[src/rtl/wb_dec_pkg.sv]
// Shared types and constants for the Wishbone peripheral address decoder.
package wb_dec_pkg;

  typedef enum logic [1:0] {
    IDLE,
    ACCESS,
    RESP
  } state_e;

  typedef enum logic [1:0] {
    ERR_NONE     = 2'd0,
    ERR_UNMAPPED = 2'd1,
    ERR_TIMEOUT  = 2'd2
  } err_code_e;

  localparam logic [31:0] ERR_DATA = 32'hDEAD_BEEF;

endpackage

[src/rtl/wb_dec_watchdog.sv]
// Access watchdog: counter cleared by load_i, counts while en_i, flags timeout unless acked.
// Only built when WB_DEC_TIMEOUT_EN is defined.
`ifdef WB_DEC_TIMEOUT_EN
module wb_dec_watchdog #(
  parameter int unsigned TIMEOUT_CYCLES = 255
) (
  input  logic clk_i,
  input  logic rst_ni,
  input  logic load_i,
  input  logic en_i,
  input  logic ack_i,
  output logic timeout_o
);

  localparam int unsigned CntW = $clog2(TIMEOUT_CYCLES);
  localparam logic [CntW-1:0] CntLast = CntW'(TIMEOUT_CYCLES - 1);

  logic [CntW-1:0] cnt_d, cnt_q;

  always_comb begin
    cnt_d = cnt_q;
    if (load_i) begin
      cnt_d = '0;
    end else if (en_i && (cnt_q != CntLast)) begin
      cnt_d = cnt_q + CntW'(1);
    end
  end

  always_ff @(posedge clk_i or negedge rst_ni) begin
    if (!rst_ni) begin
      cnt_q <= '0;
    end else begin
      cnt_q <= cnt_d;
    end
  end

  // An ack in the final cycle wins over the timeout.
  assign timeout_o = en_i && !ack_i && (cnt_q == CntLast);

endmodule
`endif

[src/rtl/wb_perips_decoder.sv]
// Single-master Wishbone classic decoder routing requests to 4 KiB slave windows.
// Define WB_DEC_TIMEOUT_EN to build the access watchdog (err_code 2).
module wb_perips_decoder
  import wb_dec_pkg::*;
#(
  parameter int unsigned          NUM_SLAVES     = 13,
  parameter int unsigned          AD_WIDTH       = 32,
  parameter int unsigned          DAT_WIDTH      = 32,
  parameter logic [AD_WIDTH-1:0]  BASE_ADDR      = AD_WIDTH'(32'h1000_0000),
  parameter int unsigned          SLV_ADDR_LSB   = 12,
  parameter int unsigned          TIMEOUT_CYCLES = 255
) (
  input  logic                            clk_i,
  input  logic                            rst_ni,
  input  logic                            wbs_cyc_i,
  input  logic                            wbs_stb_i,
  input  logic                            wbs_we_i,
  input  logic [AD_WIDTH-1:0]             wbs_addr_i,
  input  logic [DAT_WIDTH-1:0]            wbs_wdata_i,
  input  logic [DAT_WIDTH/8-1:0]          wbs_sel_i,
  output logic [DAT_WIDTH-1:0]            wbs_rdata_o,
  output logic                            wbs_ack_o,
  output logic                            wbs_err_o,
  output logic [NUM_SLAVES-1:0]           wbm_slave_cyc_o,
  output logic [NUM_SLAVES-1:0]           wbm_slave_stb_o,
  output logic                            wbm_slave_we_o,
  output logic [AD_WIDTH-1:0]             wbm_slave_addr_o,
  output logic [DAT_WIDTH-1:0]            wbm_slave_wdata_o,
  output logic [DAT_WIDTH/8-1:0]          wbm_slave_sel_o,
  input  logic [NUM_SLAVES*DAT_WIDTH-1:0] slave_wbm_rdata_i,
  input  logic [NUM_SLAVES-1:0]           slave_wbm_ack_i,
  input  logic                            err_clr_i,
  output logic                            err_irq_o,
  output logic [AD_WIDTH-1:0]             err_addr_o,
  output logic [1:0]                      err_code_o
);

  localparam int unsigned SelW = DAT_WIDTH / 8;
  localparam int unsigned IdxW = (NUM_SLAVES > 1) ? $clog2(NUM_SLAVES) : 1;
  localparam logic [DAT_WIDTH-1:0] ErrData = DAT_WIDTH'(ERR_DATA);

  state_e                state_d, state_q;
  err_code_e             err_code_d, err_code_q;
  logic [AD_WIDTH-1:0]   err_addr_d, err_addr_q;
  logic [AD_WIDTH-1:0]   addr_q;
  logic [DAT_WIDTH-1:0]  wdata_q, rdata_q, sel_rdata;
  logic [SelW-1:0]       sel_q;
  logic [IdxW-1:0]       idx_q;
  logic                  we_q, resp_err_q, sel_ack, timeout;
  logic                  req, mapped, unmapped_ev, err_ev;
  logic [AD_WIDTH-1:0]   offset, idx_full;

  assign req      = wbs_cyc_i & wbs_stb_i;
  assign offset   = wbs_addr_i - BASE_ADDR;
  assign idx_full = offset >> SLV_ADDR_LSB;
  assign mapped   = (wbs_addr_i >= BASE_ADDR) && (idx_full < AD_WIDTH'(NUM_SLAVES));

  // Only the selected slave's ack and data are observed.
  always_comb begin
    sel_ack   = 1'b0;
    sel_rdata = '0;
    for (int unsigned i = 0; i < NUM_SLAVES; i++) begin
      if (idx_q == IdxW'(i)) begin
        sel_ack   = slave_wbm_ack_i[i];
        sel_rdata = slave_wbm_rdata_i[i*DAT_WIDTH +: DAT_WIDTH];
      end
    end
  end

`ifdef WB_DEC_TIMEOUT_EN
  logic wd_timeout;

  wb_dec_watchdog #(
    .TIMEOUT_CYCLES (TIMEOUT_CYCLES)
  ) u_watchdog (
    .clk_i     (clk_i),
    .rst_ni    (rst_ni),
    .load_i    ((state_q == IDLE) && req && mapped),
    .en_i      (state_q == ACCESS),
    .ack_i     (sel_ack),
    .timeout_o (wd_timeout)
  );

  // An abort takes precedence, so a dropped cycle never records a timeout.
  assign timeout = wd_timeout & wbs_cyc_i;
`else
  logic unused_timeout_cfg;
  assign unused_timeout_cfg = (TIMEOUT_CYCLES != 0);
  assign timeout = 1'b0;
`endif

  always_ff @(posedge clk_i or negedge rst_ni) begin
    if (!rst_ni) begin
      state_q <= IDLE;
    end else begin
      state_q <= state_d;
    end
  end

  always_comb begin
    state_d = state_q;
    unique case (state_q)
      IDLE: begin
        if (req) state_d = mapped ? ACCESS : RESP;
      end
      ACCESS: begin
        if (!wbs_cyc_i) begin
          state_d = IDLE;
        end else if (sel_ack || timeout) begin
          state_d = RESP;
        end
      end
      RESP:    state_d = IDLE;
      default: state_d = IDLE;
    endcase
  end

  always_comb begin
    wbs_ack_o         = (state_q == RESP);
    wbs_err_o         = (state_q == RESP) && resp_err_q;
    wbs_rdata_o       = (state_q == RESP) ? rdata_q : '0;
    wbm_slave_cyc_o   = (state_q == ACCESS) ? (NUM_SLAVES'(1) << idx_q) : '0;
    wbm_slave_stb_o   = wbm_slave_cyc_o;
    wbm_slave_we_o    = we_q;
    wbm_slave_addr_o  = AD_WIDTH'(addr_q[SLV_ADDR_LSB-1:0]);
    wbm_slave_wdata_o = wdata_q;
    wbm_slave_sel_o   = sel_q;
  end

  always_ff @(posedge clk_i or negedge rst_ni) begin
    if (!rst_ni) begin
      addr_q     <= '0;
      wdata_q    <= '0;
      sel_q      <= '0;
      we_q       <= 1'b0;
      idx_q      <= '0;
      resp_err_q <= 1'b0;
      rdata_q    <= '0;
    end else if ((state_q == IDLE) && req) begin
      addr_q     <= wbs_addr_i;
      wdata_q    <= wbs_wdata_i;
      sel_q      <= wbs_sel_i;
      we_q       <= wbs_we_i;
      idx_q      <= idx_full[IdxW-1:0];
      resp_err_q <= !mapped;
      rdata_q    <= mapped ? '0 : ErrData;
    end else if (state_q == ACCESS) begin
      if (sel_ack) begin
        rdata_q    <= sel_rdata;
        resp_err_q <= 1'b0;
      end else if (timeout) begin
        rdata_q    <= ErrData;
        resp_err_q <= 1'b1;
      end
    end
  end

  // A new error beats a simultaneous clear; otherwise the first error sticks.
  assign unmapped_ev = (state_q == IDLE) && req && !mapped;
  assign err_ev      = unmapped_ev || timeout;

  always_comb begin
    err_code_d = err_code_q;
    err_addr_d = err_addr_q;
    if (err_ev && ((err_code_q == ERR_NONE) || err_clr_i)) begin
      err_code_d = unmapped_ev ? ERR_UNMAPPED : ERR_TIMEOUT;
      err_addr_d = unmapped_ev ? wbs_addr_i : addr_q;
    end else if (err_clr_i) begin
      err_code_d = ERR_NONE;
      err_addr_d = '0;
    end
  end

  always_ff @(posedge clk_i or negedge rst_ni) begin
    if (!rst_ni) begin
      err_code_q <= ERR_NONE;
      err_addr_q <= '0;
    end else begin
      err_code_q <= err_code_d;
      err_addr_q <= err_addr_d;
    end
  end

  assign err_irq_o  = (err_code_q != ERR_NONE);
  assign err_addr_o = err_addr_q;
  assign err_code_o = err_code_q;

endmodule

[config.mk]
export PLATFORM = sky130hd
export DESIGN_NAME = wb_perips_decoder
export DESIGN_NICKNAME = d
export VERILOG_FILES = /design/src/rtl/wb_dec_pkg.sv /design/src/rtl/wb_dec_watchdog.sv /design/src/rtl/wb_perips_decoder.sv
export SDC_FILE = /design/constraint.sdc
export NUM_CORES = 1
export LEC_CHECK = 0
export ABC_AREA = 1
export ABC_CLOCK_PERIOD_IN_PS = 2100
export BUFFER_PORTS_ARGS = -buffer_cell sky130_fd_sc_hd__buf_2
export CAP_MARGIN = 15
export CORE_AREA = 2 2 257 259
export DETAILED_ROUTE_END_ITERATION = 10
export DIE_AREA = 0 0 259 261
export PLACE_DENSITY = 0.36
export SYNTH_ARGS = -nofsm -noshare
export SYNTH_HDL_FRONTEND = slang
export SYNTH_HIERARCHICAL = 1
export SYNTH_SLANG_ARGS = --single-unit
[constraint.sdc]
create_clock -name clk_i -period 2.1 [get_ports clk_i]
set_clock_uncertainty 0.2 [all_clocks]
set_input_delay 0.21 -clock clk_i [delete_from_list [all_inputs] [get_ports clk_i]]
set_output_delay 0.21 -clock clk_i [all_outputs]
set_load 0.1 [all_outputs]
==> reports/metrics.csv, run 1 <==
metric;value;unit
outcome;finished with violations;
failing checks;negative setup slack;
Initial Util;14.9;%
routed vias/inst;4.09;
Placed Cells;3199;
combinational fraction of design power;74.8;%
most frequent cell after synthesis;nand2_1;
Psw;0.0155;W
wire length per cell;20.2;µm
Area growth syn-to-layout;96.7;%
Crit path arrival time;2.64;ns
initial antenna violation count;28;
Reg power frac;14.0;%
DIE AREA;0.0676;mm²
Final setup viols;91;
Pre-Repair DR Iteration Count;5;
Cell Pwr Density;1390;mW/mm²
Post-Place Setup Slack;-0.658;ns
pin count of the biggest net entering global routing;50;
vias in the first global route;14500;
layout cells sized above 1;43.6;%
TritonCTS clock tree;yes;
register area share after synthesis;31.4;%
routed wire length;68800;µm
core box area;0.0650;mm²
Clock Latency Late Sink;0.45;ns
worst slew pin tran;0.535;ns
Overflow after GRT;0;
switching fraction of total power;58.0;%
GPL Wtd Cong;0.948;
first-pass GRT wire length;96600;µm
Synth top cells by count;nand2_1, inv_1, dfrtp_1, nor2_1, nand3_1;
Setup crit start kind;register;
number of flops mapped to enable cells by yosys;0;
Yosys reg bits;122;
DR DRC count;0;
Peak VDD IR;954;µV
critical path data required time;2.24;ns
Final HPWL DP;55600;µm
post-route minimum period;2.50;ns
Yosys top cell area share;31.4;%
Ys Warns;6;
Die Span X;259;µm
drt first-iter violations;749;
clock power share;11.3;%
critical path fanouts, max;6;
die height;261;µm
Critical Path End Type;register;
dominant cells by area after synthesis;dfrtp_1, nand2_1, inv_1;
met2 Usage GRT;35.1;%
Ports;667;
Fmax achieved;0.400;GHz
clock slew at reported path FFs;0.07;ns
Hold Path Class;in2reg;
synthesized cell area;0.00972;mm²
gr busiest metal;met2;
Post-Layout Cell Count;3414;
GRT met1 Usage;22.7;%
Overall Power;0.0267;W
final setup margin;-0.398;ns
Mapped Avg Cell Area;5.80;µm²
Hold Vio Cnt, Final;0;
unrepaired setup endpoints after global routing;yes;
asr flop ratio synth;100;%
cts bufs inserted;17;
IO buf count;646;
Rel. slew slack;64.3;%
Vias;14000;
Pleak;10.2;nW
Yosys top cell by area;dfrtp_1;
Clock H-tree levels;4;
# rows;94;
internal power;0.0112;W
Yosys cell types;27;
met3 Resource Use GR;4.84;%
Layout Nets;3029;
number of max-cap violations;0;
worst hold margin;0.0202;ns
final worst path period share;119;%
post-route ant nets;0;
clock buffer depth;2;
Root Buffer;clkbuf_16;
worst setup path category;reg2reg;
Top FF cell, synth;dfrtp_1;
Mapped Cells;1676;
# clock sinks;122;
Total GRT Usage;19.6;%
Final Max Slew Viols;0;
state kept, by name, indices dropped and copies added (netlist names):
name and flops:
err_addr_o 32, addr_q 16, resp_err_q 1, wbm_slave_wdata_o 32, wbm_slave_sel_o 4, err_code_o 2
wbm_slave_we_o 1, rdata_q 32, state_q 2
layout by cell type (no fill, tap or decap), types with 20 or more instances in the layout:
| master | netlist | final |
|---|---|---|
| buf_2 | 18 | 585 |
| nand4_1 | 73 | 73 |
| o21ai_0 | 73 | 71 |
| dfrtp_1 | 122 | 116 |
| conb_1 | 1 | 20 |
| buf_12 | 0 | 95 |
| nor2_4 | 1 | 62 |
| clkbuf_16 | 0 | 20 |
| nand2_2 | 5 | 58 |
| nand2_1 | 748 | 676 |
| or2_2 | 41 | 41 |
| inv_1 | 215 | 206 |
| dlygate4sd3_1 | 0 | 99 |
| nand3_1 | 88 | 78 |
| buf_6 | 2 | 39 |
| buf_4 | 49 | 115 |
| nor2_1 | 119 | 60 |
worst max-delay path: stages, from the launching register on:
cell and delay (ns):
dfrtp_2 0.44, buf_4 0.15, nand2_4 0.07, buf_6 0.11
nor2_4 0.04, buf_4 0.13, buf_12 0.13, nand2_1 0.07
nand4_1 0.15, nor2_1 0.13, buf_4 0.13, nand4_1 0.20
buf_4 0.23, nand2_1 0.05, nand2_1 0.04, nand2_1 0.06
nand2_1 0.04
cells by family after synthesis:
logic type	share of synthesized area, %
flip-flops	31.4
buffers and inverters	16.1
AND/OR/NAND/NOR	48.0
other	0.0386
AO/OA/AOI/OAI	4.44
what timing repair did:
action	4_1_cts	5_1_grt
hold buffers	99	0
gates cloned	7	3
buffers inserted	46	26
gates resized for setup	121	96
pin swaps	44	70
endpoints found under the hold margin	232	0
endpoints found under the setup margin	85	134
per-stage QoR:
| step | TNS, ns | util [%] | instance area (µm²) |
|---|---|---|---|
| 6_report | -18.19 | 29.4 | 19100 |
| 5_1_grt | -27.94 | 29.4 | 19100 |
| 4_1_cts | -24.62 | 28.6 | 18600 |
| 3_5_place_dp | -12.05 | 24.7 | 16100 |
| 3_3_place_gp | -10.60 | 24.7 | 16100 |
| 2_1_floorplan | -7.44 | - | 10500 |
routing by layer:
metal  wire (µm)  up-vias
met2       34500      539
li1            -     6752
met5         161        -
met1       27400     6562
met3        4990       85
met4        1800       26
worst paths after layout:
check / start / end / slack (ns) / cells after the start
min in group asynchronous: rst_ni / wbm_slave_wdata_o[29] / 0.10 / 2
worst min-delay path: slave_wbm_rdata_i[317] / rdata_q[29] / 0.02 / 5
worst max register to register: addr_q[12] / rdata_q[3] / -0.40 / 16
max in group asynchronous: rst_ni / err_addr_o[9] / 1.00 / 3
worst min register to register: wbm_slave_wdata_o[12] / wbm_slave_wdata_o[12] / 0.26 / 2
worst max-delay path: addr_q[12] / rdata_q[3] / -0.40 / 16
power groups by stage:
stage	Combinational, W	Clock [W]	Sequential (W)
2_1_floorplan	0.00853	0	0.00660
3_3_place_gp	0.0179	0	0.00375
3_5_place_dp	0.0179	0	0.00375
4_1_cts	0.0197	0.00312	0.00372
5_1_grt	0.0214	0.00318	0.00383
6_report	0.0199	0.00300	0.00373
final cells by class:
| type | count | area, µm² |
|---|---|---|
| flip-flops and latches | 122 | 3070 |
| repair inverters | 1 | 6.26 |
| clock inverters | 15 | 158 |
| diodes | 11 | 27.5 |
| well taps | 864 | 1080 |
| multi-input cells | 1218 | 6160 |
| inverters | 224 | 877 |
| repair buffers | 942 | 7310 |
| fillers | 7357 | 45900 |
| clock buffers | 17 | 425 |
No activity file was read; power rests on OpenSTA's default activity.
==> run 2, diff against run 1 <==
--- a/config.mk
+++ b/config.mk
@@ -15,5 +15,5 @@
 export PLACE_DENSITY = 0.36
 export SYNTH_ARGS = -nofsm -noshare
 export SYNTH_HDL_FRONTEND = slang
-export SYNTH_HIERARCHICAL = 1
 export SYNTH_SLANG_ARGS = --single-unit
+export TNS_END_PERCENT = 30
==> run 2 against run 1 <==
The flow still finishes with violations (negative setup slack). First-iteration DRC count is 16% lower. Cell count hardly changed. Sequential power hardly changed. Cell area is 0.72% lower. Clock power is 2% higher. Synthesized cell count stayed put. Sequential share of layout area is 0.083 points higher. Setup slack worse by 0.0045 ns. Hold slack better by 0.033 ns. Critical endpoint is now rdata_q[8].
==> reports/metrics.csv, run 2 <==
metric;value;unit
critical path data required time;2.31;ns
outcome;finished with violations;
Crit path arrival time;2.72;ns
CP Cell Sequence;inv_4 -> nor2_2 -> nand2_2 -> buf_12 -> buf_4 -> nor2_1 -> nor2_1 -> buf_4 -> nand4_1 -> nand2_2 -> nand4_1 -> nand2_1 -> a21oi_2 -> nand2_4 -> nand2_1;
GPL Wtd Cong;0.959;
register area share after synthesis;31.4;%
Hold Vio Cnt, Final;0;
r2r endpoint;rdata_q[8];
Yosys top cell area share;31.4;%
routed wire length;65800;µm
# rows;94;
Fmax achieved;0.400;GHz
Mapped Avg Cell Area;5.80;µm²
Worst path max stage delay;0.49;ns
Ports;667;
Buf/Inv on CP;4;
IO buf count;646;
final worst path period share;119;%
die height;261;µm
Overflow after GRT;0;
Area growth syn-to-layout;95.2;%
pin count of the biggest net entering global routing;60;
Yosys reg bits;122;
post-route ant nets;0;
Top Family by Delay on Critical Path;simple AND/OR/NAND/NOR gates;
first-pass GRT wire length;92900;µm
failing checks;negative setup slack;
unrepaired setup endpoints after global routing;yes;
Final Max Slew Viols;0;
most frequent cell after synthesis;nand2_1;
Hold Path Class;in2reg;
setup slack, reg-to-reg;-0.40;ns
Root Buffer;clkbuf_16;
most common cell after layout, fill and taps aside;nand2_1;
Mapped Cells;1676;
Final HPWL DP;53800;µm
Layout Nets;3029;
Die Span X;259;µm
RR Startpoint;addr_q[13];
Post-Place Setup Slack;-0.515;ns
routed vias/inst;3.97;
post-route minimum period;2.50;ns
number of max-cap violations;0;
combined area of the multi-input logic cells;0.00595;mm²
Synth top cells by count;nand2_1, inv_1, dfrtp_1, nor2_1, nand3_1;
worst setup path category;reg2reg;
critical path's slowest cell;dfrtp_2;
# clock sinks;122;
CP Depth;15;
CP Launch Point;addr_q[13];
Final setup viols;86;
TritonCTS clock tree;yes;
placed inst area;0.0162;mm²
synthesized cell area;0.00972;mm²
cts bufs inserted;17;
Cell Pwr Density;1390;mW/mm²
Peak VDD IR;1180;µV
DR DRC count;0;
Setup crit start kind;register;
asr flop ratio synth;100;%
wire length per cell;19.3;µm
clock slew at reported path FFs;0.07;ns
design area;0.0190;mm²
commonest non-fill, non-tap cells in the layout;nand2_1, buf_2, inv_1, buf_4, dfrtp_1;
number of flops mapped to enable cells by yosys;0;
layout cells sized above 1;42.0;%
Clock Latency Late Sink;0.47;ns
Initial Util;14.9;%
DIE AREA;0.0676;mm²
CP Capture Point;rdata_q[8];
drt first-iter violations;627;
# fillers;7311;
Clock H-tree levels;4;
Yosys cell types;27;
Top FF cell, synth;dfrtp_1;
Vias;13600;
core box area;0.0650;mm²
clock buffer depth;2;
final setup margin;-0.403;ns
dominant cells by area after synthesis;dfrtp_1, nand2_1, inv_1;
initial antenna violation count;23;
Rel. slew slack;63.7;%
vias in the first global route;14300;
Pre-Repair DR Iteration Count;5;
worst slew pin tran;0.549;ns
Hold Startpoint;slave_wbm_rdata_i[396];
Critical Path End Type;register;
Reg area;0.00306;mm²
critical path fanouts, max;7;
Total GRT Usage;18.8;%
Yosys top cell by area;dfrtp_1;
FF-to-FF path depth;15;
Ys Warns;0;
Pleak;10.2;nW
run 2: cell counts after synthesis:
No cell type changed its count.
run 2: power by group:
group	switching, W	leakage (nW)	internal (W)	total, W
clock	0.00146	0.291	0.00160	0.00306
combinational	0.0134	8.32	0.00616	0.0196
sequential	0.000572	1.54	0.00318	0.00375
total	0.0154	10.2	0.0109	0.0264
run 2: logic make-up (layout without fill, tap and decap cells):
group	Yosys count	after routing	synth area share, %
buffers and inverters	358	1202	16.1
other	1	32	0.0386
and+or+nand+nor	1110	1110	48.0
DFF	122	122	31.4
AOI/OAI and AO/OA	85	85	4.44
run 2: tightest hold or removal path, delay by kind of cell:
kind	cells	cell delay (ns)
and+or+nand+nor	4	0.22
buffers and inverters	2	0.17
AOI/OAI and AO/OA	1	0.09
run 2: area by class of cell:
type	count	area share [%]
inverter	224	4.63
clock buffer	17	2.24
multi-input combinational	1215	31.4
antenna	12	0.158
tap	864	5.70
sequential	122	16.1
clock inverter	15	0.923
timing repair buffer	946	38.9
run 2: worst min-delay path by stage:
stage	slack, ns	cells after the start	end
finish	0.05	7	rdata_q[12]
CTS	0.002	7	rdata_q[12]
detailed placement	-0.08	1	err_addr_o[4]
global route	0.05	7	rdata_q[8]
global placement	-0.08	1	err_addr_o[2]
floorplan	-0.29	0	addr_q[0]
run 2: timing repair:
| item | in CTS | in global routing |
|---|---|---|
| buffers inserted | 22 | 7 |
| resized for setup | 70 | 80 |
| setup endpoints to repair | 89 | 123 |
| pin swaps | 22 | 38 |
| gates cloned | 3 | 5 |
| hold buffers | 116 | 0 |
| endpoints found under the hold margin | 237 | 0 |
run 2: through the flow:
stage | util [%] | instances | hold slack [ns] | setup TNS, ns | total power [W]
finish | 29.2 | 3415 | 0.0530 | -20.32 | 0.0264
global route | 29.2 | 3409 | 0.0505 | -32.33 | 0.0282
CTS | 28.4 | 3395 | 0.00238 | -24.36 | 0.0263
detailed placement | 24.9 | 3224 | -0.0795 | -14.99 | 0.0222
global placement | 24.9 | 3224 | -0.0806 | -14.51 | 0.0222
floorplan | - | 1695 | -0.286 | -15.97 | 0.0149
run 2: layer usage:
layer	vias to the layer above	track usage (%)	share of wire [%]
li1	6757	-	-
met1	6254	22.1	42
met2	462	33.8	50
met3	77	5.24	6.7
met4	24	4.62	2.0
met5	-	0	0.21
